<file path="src/rtl/branch_stack_pkg.sv">
// Shared definitions for the CGRA branch stack and everything that drives it:
// op encodings and default sizing of the depth counter.
package branch_stack_pkg;

  typedef enum logic [1:0] {
    OP_PEEK    = 2'd0,
    OP_PUSH    = 2'd1,
    OP_POP     = 2'd2,
    OP_REPLACE = 2'd3
  } op_e;

  localparam int unsigned DEPTH_W_DEF     = 10;
  localparam int unsigned STACK_DEPTH_DEF = 1023;

  // REPLACE drives both push and pop into the stack.
  function automatic logic op_pushes(op_e op);
    return (op == OP_PUSH) || (op == OP_REPLACE);
  endfunction

  function automatic logic op_pops(op_e op);
    return (op == OP_POP) || (op == OP_REPLACE);
  endfunction

endpackage

</file>
<file path="src/rtl/branch_stack_arbiter_rr_arbiter.sv">
// Round-robin arbiter: grants the first request at or after the pointer, wrapping,
// and moves the pointer one past the winner whenever a grant is issued.
module rr_arbiter #(
  parameter int unsigned NREQ = 4
) (
  input  logic            clk,
  input  logic            rst,
  input  logic [NREQ-1:0] req,
  input  logic            advance,
  output logic [NREQ-1:0] gnt
);

  localparam int unsigned PtrW = (NREQ > 1) ? $clog2(NREQ) : 1;

  logic [PtrW-1:0] rr_ptr_q, rr_ptr_d;
  logic [PtrW-1:0] idx;
  logic            found;

  always_comb begin
    gnt      = '0;
    rr_ptr_d = rr_ptr_q;
    found    = 1'b0;
    idx      = '0;
    if (advance) begin
      for (int k = 0; k < NREQ; k++) begin
        idx = PtrW'((int'(rr_ptr_q) + k) % int'(NREQ));
        if (!found && req[idx]) begin
          found    = 1'b1;
          gnt[idx] = 1'b1;
          rr_ptr_d = PtrW'((int'(idx) + 1) % int'(NREQ));
        end
      end
    end
  end

  always_ff @(posedge clk) begin
    if (rst) begin
      rr_ptr_q <= '0;
    end else begin
      rr_ptr_q <= rr_ptr_d;
    end
  end

endmodule

</file>
<file path="src/rtl/branch_stack_arbiter.sv">
// Shares one single-bit branch stack among NREQ requesters: one op per cycle, drives the
// stack combinationally and returns post-op top, error flag and depth one cycle later.
module branch_stack_arbiter
  import branch_stack_pkg::*;
#(
  parameter int unsigned NREQ        = 4,
  parameter int unsigned DEPTH_W     = DEPTH_W_DEF,
  parameter int unsigned STACK_DEPTH = STACK_DEPTH_DEF
) (
  input  logic                clk,
  input  logic                rst,
  input  logic                en,
  input  logic [NREQ-1:0]     req,
  input  logic [2*NREQ-1:0]   op,
  input  logic [NREQ-1:0]     din,
  output logic [NREQ-1:0]     gnt,
  output logic [NREQ-1:0]     rsp_valid,
  output logic                rsp_data,
  output logic                rsp_err,
  output logic [DEPTH_W-1:0]  depth,
  output logic                stk_en,
  output logic                stk_push,
  output logic                stk_pop,
  output logic                stk_din,
  input  logic                stk_dout
);

  logic [NREQ-1:0]    rsp_valid_q;
  logic               rsp_err_q, rsp_err_d;
  logic [DEPTH_W-1:0] depth_q, depth_d;
  op_e                op_sel;
  logic               din_sel;

  // Reset blocks grants so the shared stack never sees an op while it is being cleared.
  rr_arbiter #(
    .NREQ(NREQ)
  ) u_rr_arbiter (
    .clk    (clk),
    .rst    (rst),
    .req    (req),
    .advance(en & ~rst),
    .gnt    (gnt)
  );

  always_comb begin
    op_sel  = OP_PEEK;
    din_sel = 1'b0;
    for (int i = 0; i < NREQ; i++) begin
      if (gnt[i]) begin
        op_sel  = op_e'(op[2*i +: 2]);
        din_sel = din[i];
      end
    end
  end

  assign stk_en   = |gnt;
  assign stk_push = stk_en & op_pushes(op_sel);
  assign stk_pop  = stk_en & op_pops(op_sel);
  assign stk_din  = stk_en & din_sel;

  // Mirror the stack's saturating pointer so depth always matches its occupancy.
  always_comb begin
    depth_d   = depth_q;
    rsp_err_d = 1'b0;
    if (stk_en) begin
      case (op_sel)
        OP_PUSH: begin
          if (depth_q == DEPTH_W'(STACK_DEPTH)) rsp_err_d = 1'b1;
          else                                  depth_d   = depth_q + DEPTH_W'(1);
        end
        OP_POP: begin
          if (depth_q == '0) rsp_err_d = 1'b1;
          else               depth_d   = depth_q - DEPTH_W'(1);
        end
        OP_REPLACE: begin
          if (depth_q == '0) depth_d = DEPTH_W'(1);
        end
        default: ;
      endcase
    end
  end

  always_ff @(posedge clk) begin
    if (rst) begin
      rsp_valid_q <= '0;
      rsp_err_q   <= 1'b0;
      depth_q     <= '0;
    end else begin
      rsp_valid_q <= gnt;
      rsp_err_q   <= rsp_err_d;
      depth_q     <= depth_d;
    end
  end

  assign rsp_valid = rsp_valid_q;
  assign rsp_err   = rsp_err_q;
  assign rsp_data  = stk_dout;
  assign depth     = depth_q;

endmodule

</file>
<file path="config.mk">
export PLATFORM = sky130hd
export DESIGN_NAME = branch_stack_arbiter
export DESIGN_NICKNAME = d
export VERILOG_FILES = /design/src/rtl/branch_stack_pkg.sv /design/src/rtl/branch_stack_arbiter_rr_arbiter.sv /design/src/rtl/branch_stack_arbiter.sv
export SDC_FILE = /design/constraint.sdc
export NUM_CORES = 1
export LEC_CHECK = 0
export CORE_MARGIN = 2
export CORE_UTILIZATION = 25
export CTS_CLUSTER_DIAMETER = 200
export DETAILED_ROUTE_END_ITERATION = 7
export GPL_ROUTABILITY_DRIVEN = 0
export GPL_TIMING_DRIVEN = 0
export MAX_ROUTING_LAYER = met4
export PLACE_DENSITY = 0.58
export SETUP_SLACK_MARGIN = 0.2
export SYNTH_ARGS = -nofsm -noshare
export SYNTH_HDL_FRONTEND = slang
export SYNTH_SLANG_ARGS = --single-unit
</file>
<file path="constraint.sdc">
create_clock -name clk -period 7.7 [get_ports clk]
set_clock_uncertainty 0.2 [all_clocks]
set_input_delay 1.54 -clock clk [delete_from_list [all_inputs] [get_ports clk]]
set_output_delay 1.54 -clock clk [all_outputs]
set_load 0.01 [all_outputs]
</file>
# Word level (Yosys, flattened, before mapping)
# Index checks and enable logic that the tools add are counted.
# Widths: inputs -> output; s select.
[totals] in_bits=20 wordCells=104 register_bits=17 output_inout_bits=24
[classes] n_addsub=8 n_mux=49 n_eq_ne=7 bitwise=9 n_reduce_logical=19 order_cmp=8
[ops] cell="$mux 4" n=8
[ops] cell="$mux 10" n=3
[ops] cell="$pmux 10 s3" n=1
[ops] cell="$mux 1" n=20
[ops] cell="$mux 2" n=8
[ops] cell="$lt 2x3->1 const B" n=4
[ops] cell="$or 4x4->4" n=3
[ops] cell="$add 10x1->10 const B" n=1
[ops] cell="$eq 10x10->1 const B" n=1
[ops] cell="$logic_not 10->1" n=1
[ops] cell="$sub 10x1->10 const B" n=1
[ops] cell="$add 2x1->2 const B" n=4
[ops] cell="$bmux 1 s2" n=4
[ops] cell="$demux 1 s2" n=4
[ops] cell="$ge 2x1->1 const B" n=4
[ops] cell="$logic_and 1x1->1" n=7
[ops] cell="$reduce_and 5->1" n=1
[ops] cell="$add 2x2->2 const B" n=2
[ops] cell="$and 1x1->1" n=4
[ops] cell="$eq 2x2->1 const B" n=2
[ops] cell="$ne 2x2->1 const B" n=2
[ops] cell="$reduce_bool 4->1" n=1
[ops] cell="$reduce_or 4->1" n=1
[ops] cell="$logic_not 1->1" n=3
[ops] cell="8 further kinds" n=10

# Longest topological paths before layout
# Gate-level depths: netlist (run 1).
[logic_depth] depth_word=23 mapped_depth=19 mapped_depth_nobuf=18

# Cells and area by module
# Synthesis (run 1) repeated with hierarchy kept, for this count alone.
[unflattened] cells_unflattened=205 area_unflattened_um2=1709.1
[modules_own_cells] module="branch_stack_arbiter" cells_per_inst=148 area_each_um2=1206.2 seq_area_each_um2=300.3 instances=1
[modules_own_cells] module="rr_arbiter" cells_per_inst=57 area_each_um2=503.0 seq_area_each_um2=40.0 instances=1

# Worst setup path after synthesis (run 1)
# Ideal clock, no wire load.
[synth_timing] kind="input-to-output" startpoint="input port req[2]" endpoint="output port stk_pop" t_required_ps=5960 slack_ps=2010 arrival_ps=3950 cell_stages=11 n_path_buf=2 cell_sequence="mux4_2 > buf_6 > nor2b_1 > a221o_1 > a32o_2 > and2_1 > a22oi_1 > a211oi_1 > ha_1 > clkbuf_1 > o21a_1"
[synth_via] elab_chain_len=23 elab_cells_between_ends=40 classes_between="eq/ne (2); mux (26); bitwise (4); reduce/logical (8)"
[synth_lines] item="start: declaration" line_no="branch_stack_arbiter.sv:13" source="input logic [NREQ-1:0] req,"
[synth_lines] item="$bmux 1 s2" line_no="branch_stack_arbiter_rr_arbiter.sv:27" source="if (!found && req[idx]) begin"
[synth_lines] item="$mux 1 (implied by the code)" line_no="branch_stack_arbiter_rr_arbiter.sv:27"
[synth_lines] item="$mux 1" line_no="branch_stack_arbiter_rr_arbiter.sv:27"
[synth_lines] item="$mux 1" line_no="branch_stack_arbiter_rr_arbiter.sv:24" source="if (advance) begin"
[synth_lines] item="$logic_not 1->1" line_no="branch_stack_arbiter_rr_arbiter.sv:27"
[synth_lines] item="$logic_and 1x1->1" line_no="branch_stack_arbiter_rr_arbiter.sv:27"
[synth_lines] item="$mux 1" line_no="branch_stack_arbiter_rr_arbiter.sv:27"
[synth_lines] item="$mux 1" line_no="branch_stack_arbiter_rr_arbiter.sv:24"
[synth_lines] item="(+5 left out)"
[synth_lines] item="$logic_and 1x1->1" line_no="branch_stack_arbiter_rr_arbiter.sv:27"
[synth_lines] item="$mux 4 *" line_no="branch_stack_arbiter_rr_arbiter.sv:27"
[synth_lines] item="$mux 4 *" line_no="branch_stack_arbiter_rr_arbiter.sv:24"
[synth_lines] item="named net gnt[0]" line_no="branch_stack_arbiter.sv:16" source="output logic [NREQ-1:0] gnt,"
[synth_lines] item="$mux 2 (4 in a row)" line_no="branch_stack_arbiter.sv:49" source="if (gnt[i]) begin"
[synth_lines] item="$eq 2x2->1" line_no="branch_stack_pkg.sv:21" source="return (op == OP_POP) || (op == OP_REPLACE);"
[synth_lines] item="$logic_or 1x1->1" line_no="branch_stack_pkg.sv:21"
[synth_lines] item="$and 1x1->1 *" line_no="branch_stack_arbiter.sv:58" source="assign stk_pop = stk_en & op_pops(op_sel);"
[synth_lines] item="end: declaration" line_no="branch_stack_arbiter.sv:23" source="output logic stk_pop,"
# The timed path passes the listed nets; every way through them passes the cells marked *. The select of a mux whose other input is x is not followed.

# Final worst setup path (run 1)
[layout_timing] startpoint="input port req[2]" endpoint="output port stk_pop"
[layout_via] elab_chain_len=23 elab_cells_between_ends=40 classes_between="eq/ne (2); mux (26); bitwise (4); reduce/logical (8)"
[layout_lines] item="$bmux 1 s2" line_no="branch_stack_arbiter_rr_arbiter.sv:27"
[layout_lines] item="$mux 1 (implied by the code)" line_no="branch_stack_arbiter_rr_arbiter.sv:27"
[layout_lines] item="$mux 1" line_no="branch_stack_arbiter_rr_arbiter.sv:27"
[layout_lines] item="$mux 1" line_no="branch_stack_arbiter_rr_arbiter.sv:24"
[layout_lines] item="$logic_not 1->1" line_no="branch_stack_arbiter_rr_arbiter.sv:27"
[layout_lines] item="$logic_and 1x1->1" line_no="branch_stack_arbiter_rr_arbiter.sv:27"
[layout_lines] item="$mux 1" line_no="branch_stack_arbiter_rr_arbiter.sv:27"
[layout_lines] item="$mux 1" line_no="branch_stack_arbiter_rr_arbiter.sv:24"
[layout_lines] item="(+4 left out)"
[layout_lines] item="$logic_not 1->1" line_no="branch_stack_arbiter_rr_arbiter.sv:27"
[layout_lines] item="$logic_and 1x1->1" line_no="branch_stack_arbiter_rr_arbiter.sv:27"
[layout_lines] item="$mux 4 *" line_no="branch_stack_arbiter_rr_arbiter.sv:27"
[layout_lines] item="$mux 4 *" line_no="branch_stack_arbiter_rr_arbiter.sv:24"
[layout_lines] item="$mux 2 (4 in a row)" line_no="branch_stack_arbiter.sv:49"
[layout_lines] item="$eq 2x2->1" line_no="branch_stack_pkg.sv:21"
[layout_lines] item="$logic_or 1x1->1" line_no="branch_stack_pkg.sv:21"
[layout_lines] item="$and 1x1->1 *" line_no="branch_stack_arbiter.sv:58"
# Mark *: on every way between the ends. The rest lies on a longest branch, timed or not. The select of a mux whose other input is x is not followed.

==> results of run 1 <==
how the worst max path moves through the flow:
stage               startpoint       to  slack (ns)  cells past startpoint
floorplan               req[2]  stk_pop        2.01                     11
global placement        req[3]  stk_pop        0.55                     13
detailed placement      req[2]  stk_pop        0.54                     13
CTS                     req[2]  stk_pop        0.54                     13
global route            req[3]  stk_pop        0.32                     13
finish                  req[2]  stk_pop        0.58                     13
stage by stage:
step	worst slack, ns	std cells	total power, W	instance area [sq um]	hold slack [ns]
2_1_floorplan	2.010	191	0.0003508	1693	0.3192
3_3_place_gp	0.5471	310	0.0004545	2210	0.3190
3_5_place_dp	0.5450	310	0.0004557	2210	0.3247
4_1_cts	0.5368	314	0.0005254	2255	0.3346
5_1_grt	0.3190	314	0.0005657	2255	0.3611
6_report	0.5761	314	0.0005209	2255	0.3291
synthesized netlist by cell type, types with 2 or more instances:
master	number	area, sq um
o31ai_1	3	22.52
ha_1	20	250.2
o211ai_1	2	15.01
nor4_1	2	12.51
nor2_1	10	37.54
buf_6	2	22.52
o21ai_0	3	15.01
nor2b_1	7	43.79
nand2_1	11	41.29
a32o_1	2	20.02
nand2b_1	3	18.77
mux4_2	3	67.56
clkbuf_1	3	11.26
nand2_2	2	12.51
o21a_1	2	15.01
nand3_1	5	25.02
or3_1	4	25.02
a32o_2	2	22.52
a211oi_1	2	15.01
nand3b_1	8	60.06
inv_1	7	26.28
a221o_1	2	20.02
buf_4	2	15.01
dfxtp_1	17	340.3
xnor2_1	4	35.03
nor3_1	4	20.02
and2_1	2	12.51
a21oi_1	17	85.08
a31oi_1	4	25.02
a22oi_1	2	15.01
nand4_1	2	12.51
a21oi_2	3	26.28
xor2_1	3	26.28
a31o_2	2	17.52
flip-flops by register name, indices dropped and copies added, names as in the netlist:
register,flops
u_rr_arbiter.rr_ptr_q,2
rsp_err,1
depth,10
rsp_valid,4
logic make-up (layout without fill, tap and decap cells):
kind of cell,after synthesis,in the layout
buf+inv,17,63
simple gates,67,67
fa+ha+maj,21,21
flops,17,17
mux,4,4
xor+xnor,7,7
compound gates,58,58
metal layers:
metal | track usage [%] | share of wire, %
met5 | - | 0
met3 | 2.095 | 3.1
met4 | 2.131 | 0
met2 | 19.59 | 45
met1 | 15.96 | 52
final cells by class:
class | instances | area [sq um] | area share (%)
clock buffer | 4 | 45.04 | 1.998
multi-input combinational | 157 | 1249 | 55.38
inverter | 8 | 30.03 | 1.332
timing repair buffer | 42 | 420.4 | 18.65
sequential | 17 | 340.3 | 15.09
buffer | 9 | 73.82 | 3.274
tap | 77 | 96.34 | 4.273
worst min-delay path: cells and delay by family (launching register included):
family | cells | cell delay [ns]
flip-flops | 1 | 0.36
AND/OR/NAND/NOR | 1 | 0.08
AO/OA/AOI/OAI | 1 | 0.05
power by group through the flow:
stage,clock (W),combinational [W],sequential (W)
final,0.0000679,0.000326,0.000127
after global routing,0.0000732,0.000362,0.000130
after CTS,0.0000701,0.000329,0.000127
after detailed placement,0,0.000327,0.000129
after global placement,0,0.000326,0.000129
after floorplan,0,0.000222,0.000129
==> metrics.md, run 1 <==
| Metric | Value |
|---|---|
| PD cells | 231.0 nW/um^2 |
| Switching power total | 0.0002196 W |
| Starting Density | 26.21% |
| Die width | 86.29 um |
| Reg power frac | 24.3% |
| Core area | 6459 sq um |
| Hold_sp | depth[4] |
| Synth Instances | 191 |
| Wirelength per Cell | 13.43 um |
| Die height | 86.29 um |
| Fmax | 140.4 MHz |
| Pre-antenna DRT Iters | 6 |
| # diodes | 0 |
| Synth Area per Inst | 8.863 sq um |
| Logic pwr share | 62.7% |
| Htree depth | 1 |
| Row count | 29 |
| CP max stage cell | clkdlybuf4s50_1 |
| Post-synthesis compound-gate area fraction | 26.24% |
| Status | finished, final reports clean |
| Most frequent cells in the layout | clkdlybuf4s50_1 (42), ha_1 (20), a21oi_1 (17), dfxtp_1 (17), nand2_1 (11) |
| Filler cells | 679 |
| HPWL after DPL | 3346 um |
| Syn Nets | 232 |
| Cts hold-fix bufs | 0 |
| Via count normalized by instance count | 5.048 |
| Yosys reg bits | 17 |
| Setup slack, reg-to-reg | 2.00 ns |
| CP Class | in2out |
| Most frequent CP cell | clkdlybuf4s50_1 |
| Critical path capture point type | primary output |
| Share of post-route cells with drive strength above 1 | 11.81% |
| Crit path cell chain | clkdlybuf4s50_1 > mux4_2 > buf_6 > nor2b_1 > a221o_1 > a32o_2 > and2_1 > a22oi_1 > a211oi_1 > ha_1 > clkbuf_1 > o21a_1 > clkdlybuf4s50_1 |
| Area Growth Syn to Fin | 33.19% |
| Worst Path Buf+Inv | 4 |
| DR iter-0 viols | 109 |
| GRT overflow | 0 |
| Worst path top cell family by delay | buffers and inverters |
| Die footprint | 7446 sq um |
| Pin count of the biggest net entering global routing | 11 |
| Unique masters post-synth | 58 |
| Antenna viol nets, final | 0 |
| Antenna violations before repair | 0 |
| Leak Pwr | 0.8468 nW |
| Setup_tns | 0 ns |
| Post-CTS Resized | 0 |
| Switching portion of total power | 42.17% |
| Final core utilization | 34.91% |
| Adder-Cell Fraction of Synth Area | 15.96% |
| GRT Total Usage | 12.04% |
| RSZ-0062 raised after global routing | no |
| R2r worst-path depth | 19 |
| Clk Latency, worst-skew pair | 0.25 ns |
| Clk sink count | 17 |
| Max rail drop VDD | 0.06519 mV |
| Vias in the first global route | 1498 |
| Nets | 279 |
| Post-synthesis sequential area ratio | 20.10% |
| Final setup fails | 0 |
| Dominant synthesized flop cell | dfxtp_1 |
| Tmin final | 7.124 ns |
| P_int | 0.0003012 W |
| First-pass GRT wire length | 7155 um |
| Worst EP required | 5.96 ns |
| Worst hold-check path type | reg2reg |
| Clock network power share | 13.0% |
| Routed wire length | 4216 um |
| Post-CTS Setup Bufs | 0 |
| Routed vias | 1585 |
| I/O Buffers | 42 |
| Rel. slew slack | 61.08% |
| Commonest non-fill, non-tap cell in the layout | clkdlybuf4s50_1 |
| Slew @ Worst Pin | 0.5838 ns |
| CTS tree | done |
| Max Cap Viol | 0 |
| Crit share post-route | 92.52% |
| WHS Path Cells | 2 |
| Max clock buf depth | 2 |
| Clock slew at reported path FFs | 0.07 ns |
| Cell Area, Synth | 1693 sq um |
| Hold Fails Final Rpt | 0 |
| FF-to-FF Start | u_rr_arbiter.rr_ptr_q[0] |
| Main combinational cell family by area after synthesis | compound AO/OA/AOI/OAI gates |
| # IOs | 44 |
| Multiplexer share of the synthesized area | 5.543% |
| Synth Area in XOR/XNOR | 3.622% |
| Worst R2R End | depth[9] |
| Crit path DAT | 5.38 ns |
| Drt drc | 0 |
| Final Max Tran Viols | 0 |
| Worst Hold End | depth[4] |
| Total CTS buffers | 3 |
| Critical Path Fanout Max | 10 |
| Syn. warnings | 0 |
| Post-synth EDFFs | 0 |
| Critical Path Max Stage Delay | 0.54 ns |
| Asr flop ratio synth | 0% |
| CP Launch Type | input pin |
| Clk root buf | clkbuf_8 |
| Post-synthesis simple-gate area fraction | 22.39% |
Power figures use the tool's default switching activity.
==> inputs of run 2 (changes only) <==
--- a/config.mk
+++ b/config.mk
@@ -12,7 +12,7 @@
 export GPL_ROUTABILITY_DRIVEN = 0
 export GPL_TIMING_DRIVEN = 0
 export MAX_ROUTING_LAYER = met4
-export PLACE_DENSITY = 0.58
+export PLACE_DENSITY = 0.59
 export SETUP_SLACK_MARGIN = 0.2
 export SYNTH_ARGS = -nofsm -noshare
 export SYNTH_HDL_FRONTEND = slang
==> constraint.sdc (replaced) <==
create_clock -name clk -period 6 [get_ports clk]
set_clock_uncertainty 0.2 [all_clocks]
set_input_delay 1.2 -clock clk [delete_from_list [all_inputs] [get_ports clk]]
set_output_delay 1.2 -clock clk [all_outputs]
set_load 0.01 [all_outputs]
==> run 2 against run 1 <==
  * Register-to-register slack got worse by 1.3 ns
  * Final area rose by 7.0%
  * Global-route usage rose by 0.61 points
  * Largest power group unchanged
==> metrics.md, run 2 (same netlist as run 1, synthesis figures left out) <==
| Metric | Value |
|---|---|
| R2r worst-path depth | 19 |
| Htree depth | 1 |
| GRT overflow | 0 |
| CP max stage cell | mux4_2 |
| Crit path cell chain | clkdlybuf4s50_1 > mux4_2 > buf_6 > a221o_1 > a32o_2 > and2_4 > a22oi_2 > a211oi_2 > buf_4 > ha_4 > o21a_1 > dlygate4sd2_1 |
| Final core utilization | 37.37% |
| Final Non-Filler Cells | 326 |
| Crit share post-route | 95.13% |
| Wirelength per Cell | 14.03 um |
| Drt drc | 0 |
| # diodes | 0 |
| Die height | 86.29 um |
| Filler cells | 653 |
| Share of post-route cells with drive strength above 1 | 20.88% |
| Setup slack, reg-to-reg | 0.74 ns |
| Most frequent cells in the layout | clkdlybuf4s50_1 (39), ha_1 (18), dfxtp_1 (17) |
| Hold Fails Final Rpt | 0 |
| # IOs | 44 |
| Via count normalized by instance count | 5.141 |
| Pin count of the biggest net entering global routing | 11 |
| Max clock buf depth | 2 |
| Max Cap Viol | 0 |
| PD cells | 296.5 nW/um^2 |
| I/O Buffers | 42 |
| RSZ-0062 raised after global routing | no |
| Worst hold-check path type | reg2reg |
| Critical path capture point type | primary output |
| Worst Path Buf+Inv | 4 |
| HPWL after DPL | 3441 um |
| Die footprint | 7446 sq um |
| Tmin final | 5.708 ns |
| DR iter-0 viols | 87 |
| Area Growth Syn to Fin | 42.57% |
| WHS Path Cells | 2 |
| Vias in the first global route | 1610 |
| Hold_sp | depth[5] |
| Max reg flops | 10 |
| Setup_tns | 0 ns |
| Starting Density | 26.21% |
| Placed Cells | 310 |
| Critical Path Max Stage Delay | 0.54 ns |
| Die width | 86.29 um |
| CP Class | in2out |
| Slew @ Worst Pin | 0.5665 ns |
| Core area | 6459 sq um |
| Fmax | 175.2 MHz |
| Worst R2R End | depth[9] |
| Nets | 291 |
| Critical Path Fanout Max | 10 |
| Routed wire length | 4573 um |
| Max rail drop VDD | 0.08411 mV |
| Pre-antenna DRT Iters | 4 |
| Final setup fails | 0 |
| Clk sink count | 17 |
| CP Launch Type | input pin |
| Clk root buf | clkbuf_8 |
| Antenna violations before repair | 0 |
| Rel. slew slack | 62.23% |
| Worst Hold End | depth[5] |
| Status | finished, final reports clean |
| Total CTS buffers | 3 |
| Crit path DAT | 4.31 ns |
| Antenna viol nets, final | 0 |
| GRT Total Usage | 12.65% |
| CTS tree | done |
| Worst path top cell family by delay | compound AO/OA/AOI/OAI gates |
| FF-to-FF Start | u_rr_arbiter.rr_ptr_q[0] |
| Clock slew at reported path FFs | 0.07 ns |
| Worst EP required | 4.60 ns |
| Clk Latency, worst-skew pair | 0.25 ns |
| Commonest non-fill, non-tap cell in the layout | clkdlybuf4s50_1 |
| Routed vias | 1676 |
| Row count | 29 |
| Min Hold Slack | 0.3290 ns |
| Leak Pwr | 0.9524 nW |
| First-pass GRT wire length | 7424 um |
| Final Max Tran Viols | 0 |
## run 2: changes by cell type in the layout (fill, tap and decap cells not counted), sizes merged
| cell | before | now |
|---|---|---|
| buf | 6 | 19 |
| clkdlybuf4s50 | 42 | 39 |
| clkbuf | 7 | 5 |
| dlymetal6s2s | 0 | 2 |
| clkinv | 0 | 1 |
| dlygate4sd2 | 0 | 1 |
## run 2: worst max-delay path by stage
stage                start  endpoint  slack, ns  depth (start not counted)
detailed placement  req[3]   stk_pop      -0.49                         13
global route        req[1]   stk_pop       0.19                         12
finish              req[1]   stk_pop       0.29                         12
CTS                 req[1]  depth[9]       0.22                         18
global placement    req[2]   stk_pop      -0.51                         13
floorplan           req[1]  depth[9]       0.66                         16
## run 2: worst reg2reg max path, delay by kind of cell (launching register included)
family	cells	cell delay, ns
flip-flops	1	0.58
buffers and inverters	3	0.53
AO/OA/AOI/OAI	8	1.65
AND/OR/NAND/NOR	3	0.86
adder cells (fa/ha/maj)	3	0.91
XOR/XNOR	1	0.08
multiplexers	1	0.38
## run 2: where the power goes
part | internal, W | leakage [nW] | switching, W | total (W)
logic | 0.000238 | 0.788 | 0.000230 | 0.000467
clock network | 0.0000460 | 0.0255 | 0.0000400 | 0.0000860
registers | 0.000133 | 0.138 | 0.0000292 | 0.000162
## run 2: final cells by class
type	instances	area, sq um	area share [%]
multi-input combinational	157	1311	54.33
buffer	9	77.57	3.214
tap	77	96.34	3.992
sequential	17	340.3	14.10
inverter	8	30.03	1.244
clock inverter	1	5.005	0.2074
timing repair buffer	54	511.7	21.20
clock buffer	3	41.29	1.711
## run 2: metrics by stage
stage	instance area, sq um	total power, W	worst slack (ns)
floorplan	1693	0.0004502	0.6560
global placement	2210	0.0005818	-0.5050
detailed placement	2210	0.0005853	-0.4888
CTS	2350	0.0007034	0.2238
global route	2414	0.0007784	0.1932
finish	2414	0.0007156	0.2922
## run 2: timing repair
item / in CTS / in global routing
endpoints found under the setup margin: 3 / 2
hold buffers: 0 / 0
buffers inserted: 7 / 4
cloned: 0 / 1
pin swaps: 5 / 5
resized for setup: 12 / 8
## run 2: routing by layer
metal | GRT usage [%] | vias to the layer above | share of wire, %
met5 | - | - | 0
met4 | 4.119 | 0 | 1.2
met3 | 2.000 | 6 | 3.7
met1 | 15.70 | 783 | 49
met2 | 21.07 | 45 | 47
li1 | - | 842 | -
==> inputs of run 3 (changes only) <==
--- a/config.mk
+++ b/config.mk
@@ -7,13 +7,14 @@
 export LEC_CHECK = 0
 export CORE_MARGIN = 2
 export CORE_UTILIZATION = 25
+export CTS_BUF_LIST = sky130_fd_sc_hd__clkbuf_4 sky130_fd_sc_hd__clkbuf_8
 export CTS_CLUSTER_DIAMETER = 200
 export DETAILED_ROUTE_END_ITERATION = 7
 export GPL_ROUTABILITY_DRIVEN = 0
 export GPL_TIMING_DRIVEN = 0
 export MAX_ROUTING_LAYER = met4
 export PLACE_DENSITY = 0.59
-export SETUP_SLACK_MARGIN = 0.2
+export SETUP_SLACK_MARGIN = 0.5
 export SYNTH_ARGS = -nofsm -noshare
 export SYNTH_HDL_FRONTEND = slang
 export SYNTH_SLANG_ARGS = --single-unit
==> run 3 against run 2 <==
  * First-iteration DRC count decreased by 31%
  * Clock-buffer cell count unchanged
  * Final area increased by 4.0%
  * Critical path depth unchanged
  * Die area unchanged
  * Wire length increased by 3.5%
  * Core utilization increased by 1.5 points
  * Combinational power increased by 7.5%
  * Sequential cell count unchanged
  * Highest routed layer unchanged
==> metrics.md, run 3 (same netlist as run 1, synthesis figures left out) <==
| Metric | Value |
|---|---|
| Commonest non-fill, non-tap cell in the layout | clkdlybuf4s50_1 |
| Row count | 29 |
| Area after DPL | 2210 sq um |
| DR iter-0 viols | 60 |
| Area Growth Syn to Fin | 48.26% |
| Routed vias | 1699 |
| RSZ-0062 raised after global routing | yes |
| Vias in the first global route | 1599 |
| Antenna violations before repair | 0 |
| Final Non-Filler Cells | 330 |
| Rel. slew slack | 62.55% |
| Final Max Tran Viols | 0 |
| Final setup fails | 0 |
| Max rail drop VDD | 0.08558 mV |
| Total CTS buffers | 3 |
| Setup slack, reg-to-reg | 0.82 ns |
| Core area | 6459 sq um |
| CP Launch Type | input pin |
| Via count normalized by instance count | 5.148 |
| Clock slew at reported path FFs | 0.07 ns |
| Max clock buf depth | 2 |
| Final Power | 0.0007529 W |
| Tmin final | 5.348 ns |
| I/O Buffers | 42 |
| Worst hold-check path type | reg2reg |
| CTS tree | done |
| GRT overflow | 0 |
| Filler cells | 650 |
| Clk Latency, worst-skew pair | 0.25 ns |
| Drt drc | 0 |
| Critical path capture point type | primary output |
| Pre-antenna DRT Iters | 4 |
| # IOs | 44 |
| Max reg flops | 10 |
| Wirelength per Cell | 14.34 um |
| Die width | 86.29 um |
| Pin count of the biggest net entering global routing | 11 |
| Nets | 295 |
| Fmax | 187.0 MHz |
| CP Class | in2out |
| Most frequent cells in the layout | clkdlybuf4s50_1 (37), dfxtp_1 (17), buf_4 (16) |
| Hold Fails Final Rpt | 0 |
| Placed Cells | 310 |
| Clk sink count | 17 |
| Antenna viol nets, final | 0 |
| First-pass GRT wire length | 7548 um |
| # diodes | 0 |
| Die footprint | 7446 sq um |
| Critical Path Fanout Max | 8 |
| Routed wire length | 4733 um |
| Leak Pwr | 0.9526 nW |
| Clk root buf | clkbuf_8 |
| Die height | 86.29 um |
| Max Cap Viol | 0 |
| PD cells | 300.0 nW/um^2 |
| GRT Total Usage | 12.92% |
| Worst EP required | 4.60 ns |
| Crit share post-route | 89.13% |
| HPWL after DPL | 3441 um |
| Status | finished, final reports clean |
| Final Cell Area | 2510 sq um |
| Htree depth | 1 |
| Starting Density | 26.21% |
| Share of post-route cells with drive strength above 1 | 25.69% |
| Slew @ Worst Pin | 0.5618 ns |
| Crit path DAT | 3.95 ns |
## run 3: cell types whose count changed in the layout (fill, tap and decap cells not counted), moves of 2 or more
cell and change:
clkdlybuf4s50_1 -2, dlymetal6s2s_1 -2, nand3_1 -2, nand3_2 +2
nor2b_2 +2, ha_4 +3, dlygate4sd2_1 +3, ha_1 -4
buf_4 +2
## run 3: final timing paths
kind | startpoint | to | cells after the start
max reg2reg | u_rr_arbiter.rr_ptr_q[0] | depth[9] | 19
max | req[2] | stk_pop | 12
min reg2reg | depth[5] | depth[5] | 2
min | depth[5] | depth[5] | 2
## run 3: layout make-up
| cell class | count | area (sq um) | share of cell area, % |
|---|---|---|---|
| repair buffers | 58 | 538.0 | 21.44 |
| multi-input cells | 157 | 1371 | 54.64 |
| clock buffers | 3 | 41.29 | 1.645 |
| flip-flops and latches | 17 | 340.3 | 13.56 |
| clock inverters | 1 | 5.005 | 0.1994 |
| plain buffers | 9 | 87.58 | 3.490 |
| inverters | 8 | 30.03 | 1.196 |
| well taps | 77 | 96.34 | 3.838 |
## run 3: power by group
group,leakage (nW),switching [W],internal (W),total [W]
logic,0.789,0.000244,0.000258,0.000502
clock network,0.0255,0.0000395,0.0000460,0.0000855
registers,0.138,0.0000321,0.000133,0.000165
## run 3: metrics by stage
step	setup WS [ns]	utilization, %	hold WS (ns)	setup TNS (ns)
final	0.6521	38.86	0.3285	0
after global routing	0.4916	38.86	0.3555	0
after CTS	0.6132	37.95	0.3331	0
after detailed placement	-0.4888	34.21	0.3205	-1.002
after global placement	-0.5050	34.21	0.3189	-0.9231
after floorplan	0.6560	-	0.3192	0
## run 3: what timing repair did
action	4_1_cts	5_1_grt
hold buffers	0	0
setup endpoints to repair	10	5
setup buffers	14	2
pin swaps	11	6
resized for setup	29	8
## run 3: worst max-delay path, stage by stage
cell           delay (ns)
dlygate4sd2_1        0.26
mux4_2               0.53
buf_6                0.16
a221o_1              0.36
a32o_2               0.29
and2_4               0.15
a22oi_2              0.20
a211oi_2             0.11
buf_4                0.15
ha_4                 0.20
o21a_1               0.20
buf_2                0.14
## run 3: metal layers
| metal | vias to the layer above | GRT usage [%] | share of wire (%) |
|---|---|---|---|
| li1 | 851 | - | - |
| met1 | 802 | 16.34 | 49 |
| met2 | 40 | 21.56 | 47 |
| met3 | 6 | 1.905 | 3.5 |
| met4 | 0 | 3.551 | 1.0 |
| met5 | - | - | 0 |
